==> src/rtl/tick_scheduler_if.sv <==
`default_nettype none
// ============================================================================
//  Module   : tick_scheduler_if
//  Purpose  : Config request bundle for tick_scheduler. The master issues
//             one channel reprogram request at a time, and the slave
//             (the scheduler) reports ready and bad-channel errors.
//  Revision : 1.0  initial release
// ============================================================================
interface tick_scheduler_if #(
    parameter int CNT_W = 32
);
    logic             cfg_valid;
    logic             cfg_ready;
    logic [2:0]       cfg_ch;
    logic [CNT_W-1:0] cfg_div;
    logic             cfg_en;
    logic             cfg_err;

    modport master (
        output cfg_valid, cfg_ch, cfg_div, cfg_en,
        input  cfg_ready, cfg_err
    );

    modport slave (
        input  cfg_valid, cfg_ch, cfg_div, cfg_en,
        output cfg_ready, cfg_err
    );
endinterface
`default_nettype wire

==> src/rtl/tick_scheduler.sv <==
`default_nettype none
// ============================================================================
//  Module   : tick_scheduler
//  Purpose  : CH independent half-period clock dividers with per-channel
//             rising-edge tick strobes. A config request is held pending and
//             applied at the end of the target channel's high phase, or at
//             once if that channel is disabled, so the divided clock never
//             glitches.
//  Options  : TICK_SCHED_SYNC_EN adds the sync_all input. It realigns all
//             enabled channels and forces any pending config to apply.
//  Revision : 1.0  initial release
// ============================================================================
module tick_scheduler #(
    parameter int CH          = 4,
    parameter int CNT_W       = 32,
    parameter int DEFAULT_DIV = 20
) (
    input  logic          I_CLK,
    input  logic          Rst,
`ifdef TICK_SCHED_SYNC_EN
    input  logic          sync_all,
`endif
    tick_scheduler_if.slave cfg,
    output logic [CH-1:0] O_CLK,
    output logic [CH-1:0] tick,
    output logic          busy
);

    localparam logic [3:0]       CH_LIM  = 4'(CH);
    localparam logic [CNT_W-1:0] DIV_RST = CNT_W'(DEFAULT_DIV);
    localparam logic [CNT_W-1:0] ONE     = CNT_W'(1);

    typedef enum logic [0:0] {
        ST_IDLE = 1'b0,
        ST_WAIT = 1'b1
    } state_t;

    state_t           state_q;
    logic             ready_q;
    logic             err_q;
    logic             busy_q;
    logic [2:0]       pend_ch_q;
    logic [CNT_W-1:0] pend_div_q;
    logic             pend_en_q;

    logic [CH-1:0]    apply_hit;
    logic             apply_any;
    logic             sync_w;

`ifdef TICK_SCHED_SYNC_EN
    assign sync_w = sync_all;
`else
    assign sync_w = 1'b0;
`endif

    assign apply_any     = |apply_hit;
    assign cfg.cfg_ready = ready_q;
    assign cfg.cfg_err   = err_q;
    assign busy          = busy_q;

    for (genvar i = 0; i < CH; i++) begin : g_ch
        logic [CNT_W-1:0] cnt_q, cnt_d;
        logic [CNT_W-1:0] div_q, div_d;
        logic             en_q, en_d;
        logic             o_clk_q, o_clk_d;
        logic             tick_q, tick_d;
        logic [CNT_W-1:0] half_w;
        logic             at_end_w;

        // Half period; clamped so divisors 0, 1 and 2 all toggle every cycle
        always_comb begin
            half_w = div_q >> 1;
            if (half_w == '0) begin
                half_w = ONE;
            end
        end

        assign at_end_w = (cnt_q == half_w - ONE);

        // Pending config lands here when disabled or at the end of the high phase
        assign apply_hit[i] = (state_q == ST_WAIT) && (pend_ch_q == 3'(i)) &&
                              (!en_q || (o_clk_q && at_end_w) || sync_w);

        // Divider next state: apply > realign > disabled > normal count
        always_comb begin
            cnt_d   = cnt_q;
            div_d   = div_q;
            en_d    = en_q;
            o_clk_d = o_clk_q;
            tick_d  = 1'b0;
            if (apply_hit[i]) begin
                div_d   = pend_div_q;
                en_d    = pend_en_q;
                cnt_d   = '0;
                o_clk_d = 1'b0;
            end else if (sync_w || !en_q) begin
                cnt_d   = '0;
                o_clk_d = 1'b0;
            end else if (at_end_w) begin
                cnt_d   = '0;
                o_clk_d = ~o_clk_q;
                tick_d  = ~o_clk_q;
            end else begin
                cnt_d   = cnt_q + ONE;
            end
        end

        // Divider state registers
        always_ff @(posedge I_CLK) begin
            if (Rst) begin
                cnt_q   <= '0;
                div_q   <= DIV_RST;
                en_q    <= 1'b1;
                o_clk_q <= 1'b0;
                tick_q  <= 1'b0;
            end else begin
                cnt_q   <= cnt_d;
                div_q   <= div_d;
                en_q    <= en_d;
                o_clk_q <= o_clk_d;
                tick_q  <= tick_d;
            end
        end

        assign O_CLK[i] = o_clk_q;
        assign tick[i]  = tick_q;
    end

    // Config FSM: accept in IDLE, hold in WAIT until the target channel applies
    always_ff @(posedge I_CLK) begin
        if (Rst) begin
            state_q    <= ST_IDLE;
            ready_q    <= 1'b1;
            busy_q     <= 1'b0;
            err_q      <= 1'b0;
            pend_ch_q  <= '0;
            pend_div_q <= '0;
            pend_en_q  <= 1'b0;
        end else begin
            err_q <= 1'b0;
            case (state_q)
                ST_IDLE: begin
                    if (cfg.cfg_valid && ready_q) begin
                        pend_ch_q  <= cfg.cfg_ch;
                        pend_div_q <= cfg.cfg_div;
                        pend_en_q  <= cfg.cfg_en;
                        if ({1'b0, cfg.cfg_ch} >= CH_LIM) begin
                            err_q <= 1'b1;
                        end else begin
                            state_q <= ST_WAIT;
                            ready_q <= 1'b0;
                            busy_q  <= 1'b1;
                        end
                    end
                end
                ST_WAIT: begin
                    if (apply_any) begin
                        state_q <= ST_IDLE;
                        ready_q <= 1'b1;
                        busy_q  <= 1'b0;
                    end
                end
                default: begin
                    state_q <= ST_IDLE;
                    ready_q <= 1'b1;
                    busy_q  <= 1'b0;
                end
            endcase
        end
    end

endmodule
`default_nettype wire
==> src/flat_wrapper.sv <==
// flat-port wrapper written by rule: the top's interface ports become plain ports
module tick_scheduler_flat 
#(
    parameter int CH          = 4,
    parameter int CNT_W       = 32,
    parameter int DEFAULT_DIV = 20
)
  (I_CLK, Rst, O_CLK, tick, busy, cfg_cfg_valid, cfg_cfg_ch, cfg_cfg_div, cfg_cfg_en, cfg_cfg_ready, cfg_cfg_err);
  tick_scheduler_if #(.CNT_W(CNT_W)) cfg_i ();
  input  logic I_CLK;
  input  logic Rst;
  output logic [CH-1:0] O_CLK;
  output logic [CH-1:0] tick;
  output logic busy;
  input wire logic [$bits(cfg_i.cfg_valid)-1:0] cfg_cfg_valid;
  input wire logic [$bits(cfg_i.cfg_ch)-1:0] cfg_cfg_ch;
  input wire logic [$bits(cfg_i.cfg_div)-1:0] cfg_cfg_div;
  input wire logic [$bits(cfg_i.cfg_en)-1:0] cfg_cfg_en;
  output wire logic [$bits(cfg_i.cfg_ready)-1:0] cfg_cfg_ready;
  output wire logic [$bits(cfg_i.cfg_err)-1:0] cfg_cfg_err;
  assign cfg_i.cfg_valid = cfg_cfg_valid;
  assign cfg_i.cfg_ch = cfg_cfg_ch;
  assign cfg_i.cfg_div = cfg_cfg_div;
  assign cfg_i.cfg_en = cfg_cfg_en;
  assign cfg_cfg_ready = cfg_i.cfg_ready;
  assign cfg_cfg_err = cfg_i.cfg_err;
  tick_scheduler #(.CH(CH), .CNT_W(CNT_W), .DEFAULT_DIV(DEFAULT_DIV)) u_core (.I_CLK(I_CLK), .Rst(Rst), .cfg(cfg_i), .O_CLK(O_CLK), .tick(tick), .busy(busy));
endmodule
==> config.mk <==
export PLATFORM = sky130hd
export DESIGN_NAME = tick_scheduler_flat
export DESIGN_NICKNAME = d
export VERILOG_FILES = /design/src/rtl/tick_scheduler_if.sv /design/src/rtl/tick_scheduler.sv /design/src/flat_wrapper.sv
export SDC_FILE = /design/constraint.sdc
export NUM_CORES = 1
export LEC_CHECK = 0
export ABC_AREA = 1
export CAP_MARGIN = 0
export CELL_PAD_IN_SITES_DETAIL_PLACEMENT = 0
export CELL_PAD_IN_SITES_GLOBAL_PLACEMENT = 1
export CORE_MARGIN = 2
export CORE_UTILIZATION = 41
export CTS_CLUSTER_DIAMETER = 150
export DETAILED_ROUTE_END_ITERATION = 16
export PLACE_DENSITY = 0.84
export SLEW_MARGIN = 20
export SYNTH_ARGS = -nofsm -noshare
export SYNTH_HDL_FRONTEND = slang
export SYNTH_SLANG_ARGS = --single-unit
==> constraint.sdc <==
create_clock -name I_CLK -period 3.3 [get_ports I_CLK]
set_input_delay 0.66 -clock I_CLK [delete_from_list [all_inputs] [get_ports I_CLK]]
set_output_delay 0.66 -clock I_CLK [all_outputs]
set_load 0.1 [all_outputs]
==> metrics <==
status=complete, but fails checks; failing checks=negative setup slack; DR pass1 iterations=5; Critical path destination=u_core.g_ch[0].div_q[25]$_SDFFE_PP0P_; Worst Clk Skew=0.0144 ns; via count=19400; Die H=215 um; Final Critical Period=3.48 ns; initial antenna violation count=0; Critical R2R Launch=u_core.g_ch[0].div_q[15]$_SDFFE_PP0P_; Core Rows=between 70 and 80; largest net degree at the start of global routing=43; TritonCTS clock tree=built; Initial DRC Count=1317; Top FF cell, synth=dfxtp_1; fin worst setup slack=-0.183 ns; hold depth=1; reg2reg end=u_core.g_ch[0].div_q[25]$_SDFFE_PP0P_; Slew Viols, Final=0; crit path kind=reg -> reg; final hold viol count=0; final setup fails=158; Ys Warns=0; post-synth net total=2822; Clock transition at path regs=0.06 ns; Fin Hold WS=0.467 ns; Post-DP HPWL=about 44000 um; combinational share of power=10.6%; P per Cell Area=358 nW/um^2; layout cells sized above 1=30.4%; Root Buffer Master=clkbuf_16; top post-synthesis cells by area=dfxtp_1, nor2_1, nand2_1; Startpoint Class=flip-flop; fraction of registers with async set/reset=0%; Mapped Cells=2775; register bit total from synthesis=303; switching part of the total=about a quarter; number of synthesized flops with an enable pin=0; layout net count=between 3000 and 4000; max cap viols=0; Synth cell types=between 50 and 60; Critical Path Fanout Max=5; Crit. End Element=flip-flop; relative slew slack=a little over half; sequential share of the synthesized area=33.3%; Post-Route WL=approximately 63000 um; Critical Path AT=between 3 and 4 ns; Area Overhead vs Synth=40.3%; GR Overflow Total=0; Post-synth top cells=nor2_1, nand2_1, inv_1, dfxtp_1, nand3_1; CP required=about 3.8 ns; worst hold path class=reg -> reg; Worst Tran Pin Value=0.698 ns; Ports=50; Clk pwr share=46.4%; ANT nets after route=0; crit path from=u_core.g_ch[0].div_q[15]$_SDFFE_PP0P_; Synth top area share=33.3%; Die ar.=46100 sq um; final routed DRC violation total=0; leak pwr=between 10 and 15 nW; vias per std cell=around 5.1; fill cell count=3985; top-count cell post-synth=nor2_1; clk_lat worst skew=0.55 ns; number of global-route vias before repair=18000; clock buffer depth=3; global-route wire length before repair=about 93000 um; GRT Total Usage=25.1%; post-synth top area cell=dfxtp_1; Ant. Diodes=0; Avg Synthesized Cell Area=6.56 sq um; r2r worst-path depth=26; CTS Sinks=303; CTS HTree Levels=2; core area=approximately 44000 sq um; Place WS=-0.354 ns; input/output buffers=48; worst reg2reg setup slack=-0.18 ns; f_max=0.287 GHz; unrepaired setup endpoints after global routing=yes; RePlAce Congestion=between 0.9 and 1; Initial Util=41.4%; internal power=around 6.7 mW; Sw Pwr=2.43 mW; Post-Syn Area=18200 sq um; wire per inst=roughly 17 um; fin crit share=106%; Seq pwr share=between 40% and 50%; die width=~210 um; CTS buffer count=37; VDD IR max=roughly 0.35 mV
[through the flow]
stage	cell area [sq um]	TNS, ns	util (%)	std cells	total power [mW]
final	25600	-14.08	58.1	3776	9.16
after global routing	25600	-54.13	58.1	3776	9.42
after CTS	23400	-0.288	53.2	3730	9.03
after detailed placement	21400	-39.91	48.6	3636	4.72
after global placement	21400	-31.42	48.6	3636	4.71
after floorplan	18200	0	-	2775	4.34
[sequential cells by signal (all words and copies together), names as in the netlist]
signal / cells
u_core.pend_ch_q: 3
u_core.pend_en_q: 1
u_core.cfg.cfg_err: 1
u_core.g_ch.tick_q: 4
u_core.g_ch.en_q: 4
u_core.busy: 1
u_core.g_ch.div_q: 124
u_core.g_ch.o_clk_q: 4
u_core.pend_div_q: 31
u_core.g_ch.cnt_q: 128
u_core.state_q: 1
u_core.cfg.cfg_ready: 1
[worst min-delay path by stage]
stage / start / slack (ns) / endpoint
2_1_floorplan: u_core.g_ch[0].cnt_q[0]$_SDFF_PP0_ / 0.44 / u_core.g_ch[0].cnt_q[0]$_SDFF_PP0_
3_3_place_gp: u_core.g_ch[0].cnt_q[0]$_SDFF_PP0_ / 0.45 / u_core.g_ch[0].cnt_q[0]$_SDFF_PP0_
3_5_place_dp: u_core.g_ch[0].cnt_q[0]$_SDFF_PP0_ / 0.46 / u_core.g_ch[0].cnt_q[0]$_SDFF_PP0_
4_1_cts: u_core.g_ch[0].cnt_q[0]$_SDFF_PP0_ / 0.47 / u_core.g_ch[0].cnt_q[0]$_SDFF_PP0_
5_1_grt: u_core.busy$_SDFFE_PP0P_ / 0.49 / u_core.busy$_SDFFE_PP0P_
6_report: u_core.g_ch[0].cnt_q[0]$_SDFF_PP0_ / 0.47 / u_core.g_ch[0].cnt_q[0]$_SDFF_PP0_
[layout by cell type (no fill, tap or decap), types with 15 or more instances in the layout]
master / n
nor2_1: 475
nand2_1: 445
buf_4: 323
inv_1: 313
dfxtp_1: 210
nand3_1: 154
xor2_1: 119
dfxtp_2: 93
o21ai_2: 82
a21oi_1: 74
nor3_1: 72
nor2_2: 71
o21ai_0: 62
xnor2_1: 53
clkbuf_16: 53
nand4_1: 52
nor2_4: 47
nand2_2: 45
a21oi_2: 42
clkdlybuf4s50_1: 37
or2_2: 30
nor4_1: 24
nor3b_1: 22
o21ai_1: 21
buf_6: 19
buf_12: 17
nand3b_1: 15
[cell type report]
type	count	area (sq um)	share of cell area (%)
clock buffers	50	1030	4.05
flip-flops and latches	303	6180	24.2
repair buffers	423	4010	15.7
clock inverters	12	191	0.749
inverters	324	1250	4.89
well taps	592	741	2.90
multi-input cells	2072	12200	47.6
[worst max-delay path, cell delays in order (launching register included)]
cell and delay [ns]:
dfxtp_2 0.32, nor2_1 0.19, nand2_1 0.13, nor2_2 0.18
nand2_2 0.08, nor2_2 0.15, nor2_4 0.06, ha_4 0.17
nand2_4 0.06, nor2_4 0.05, nand2_2 0.08, buf_4 0.11
xor2_1 0.19, or2_2 0.15, and2_1 0.13, nand3_1 0.09
nor2_1 0.10, nand3_1 0.12, nor2_4 0.16, nand3_2 0.11
nand2_4 0.12, nand2_8 0.08, buf_12 0.16, clkinv_8 0.07
clkbuf_16 0.13, nor2_1 0.04, nor2_1 0.15
[cell families after synthesis]
| family | synth area share (%) |
|---|---|
| AND/OR/NAND/NOR | 37.8 |
| XOR/XNOR | 9.48 |
| buffers and inverters | 8.96 |
| AO/OA/AOI/OAI | 9.90 |
| flip-flops | 33.3 |
| adder cells (fa/ha/maj) | 0.549 |
[power groups by stage]
stage	clock network, mW	logic [mW]	registers, mW
2_1_floorplan	0	0.427	3.91
3_3_place_gp	0	0.742	3.96
3_5_place_dp	0	0.749	3.97
4_1_cts	4.30	0.834	3.90
5_1_grt	4.42	1.06	3.94
6_report	4.25	0.973	3.94
[metal layers]
layer	vias to the layer above	routed length [um]	GRT usage, %
li1	9651	-	-
met1	9072	27700	32.9
met2	517	29100	42.0
met3	169	3130	3.01
met4	0	3120	10.4
met5	-	0	0
[repair_timing]
item | 4_1_cts | 5_1_grt
setup buffers | 24 | 30
cloned | 8 | 18
gates resized for setup | 156 | 493
endpoints found under the setup margin | 259 | 264
pin swaps | 40 | 158
hold buffers | 0 | 0
(Power assumes the default switching activity.)
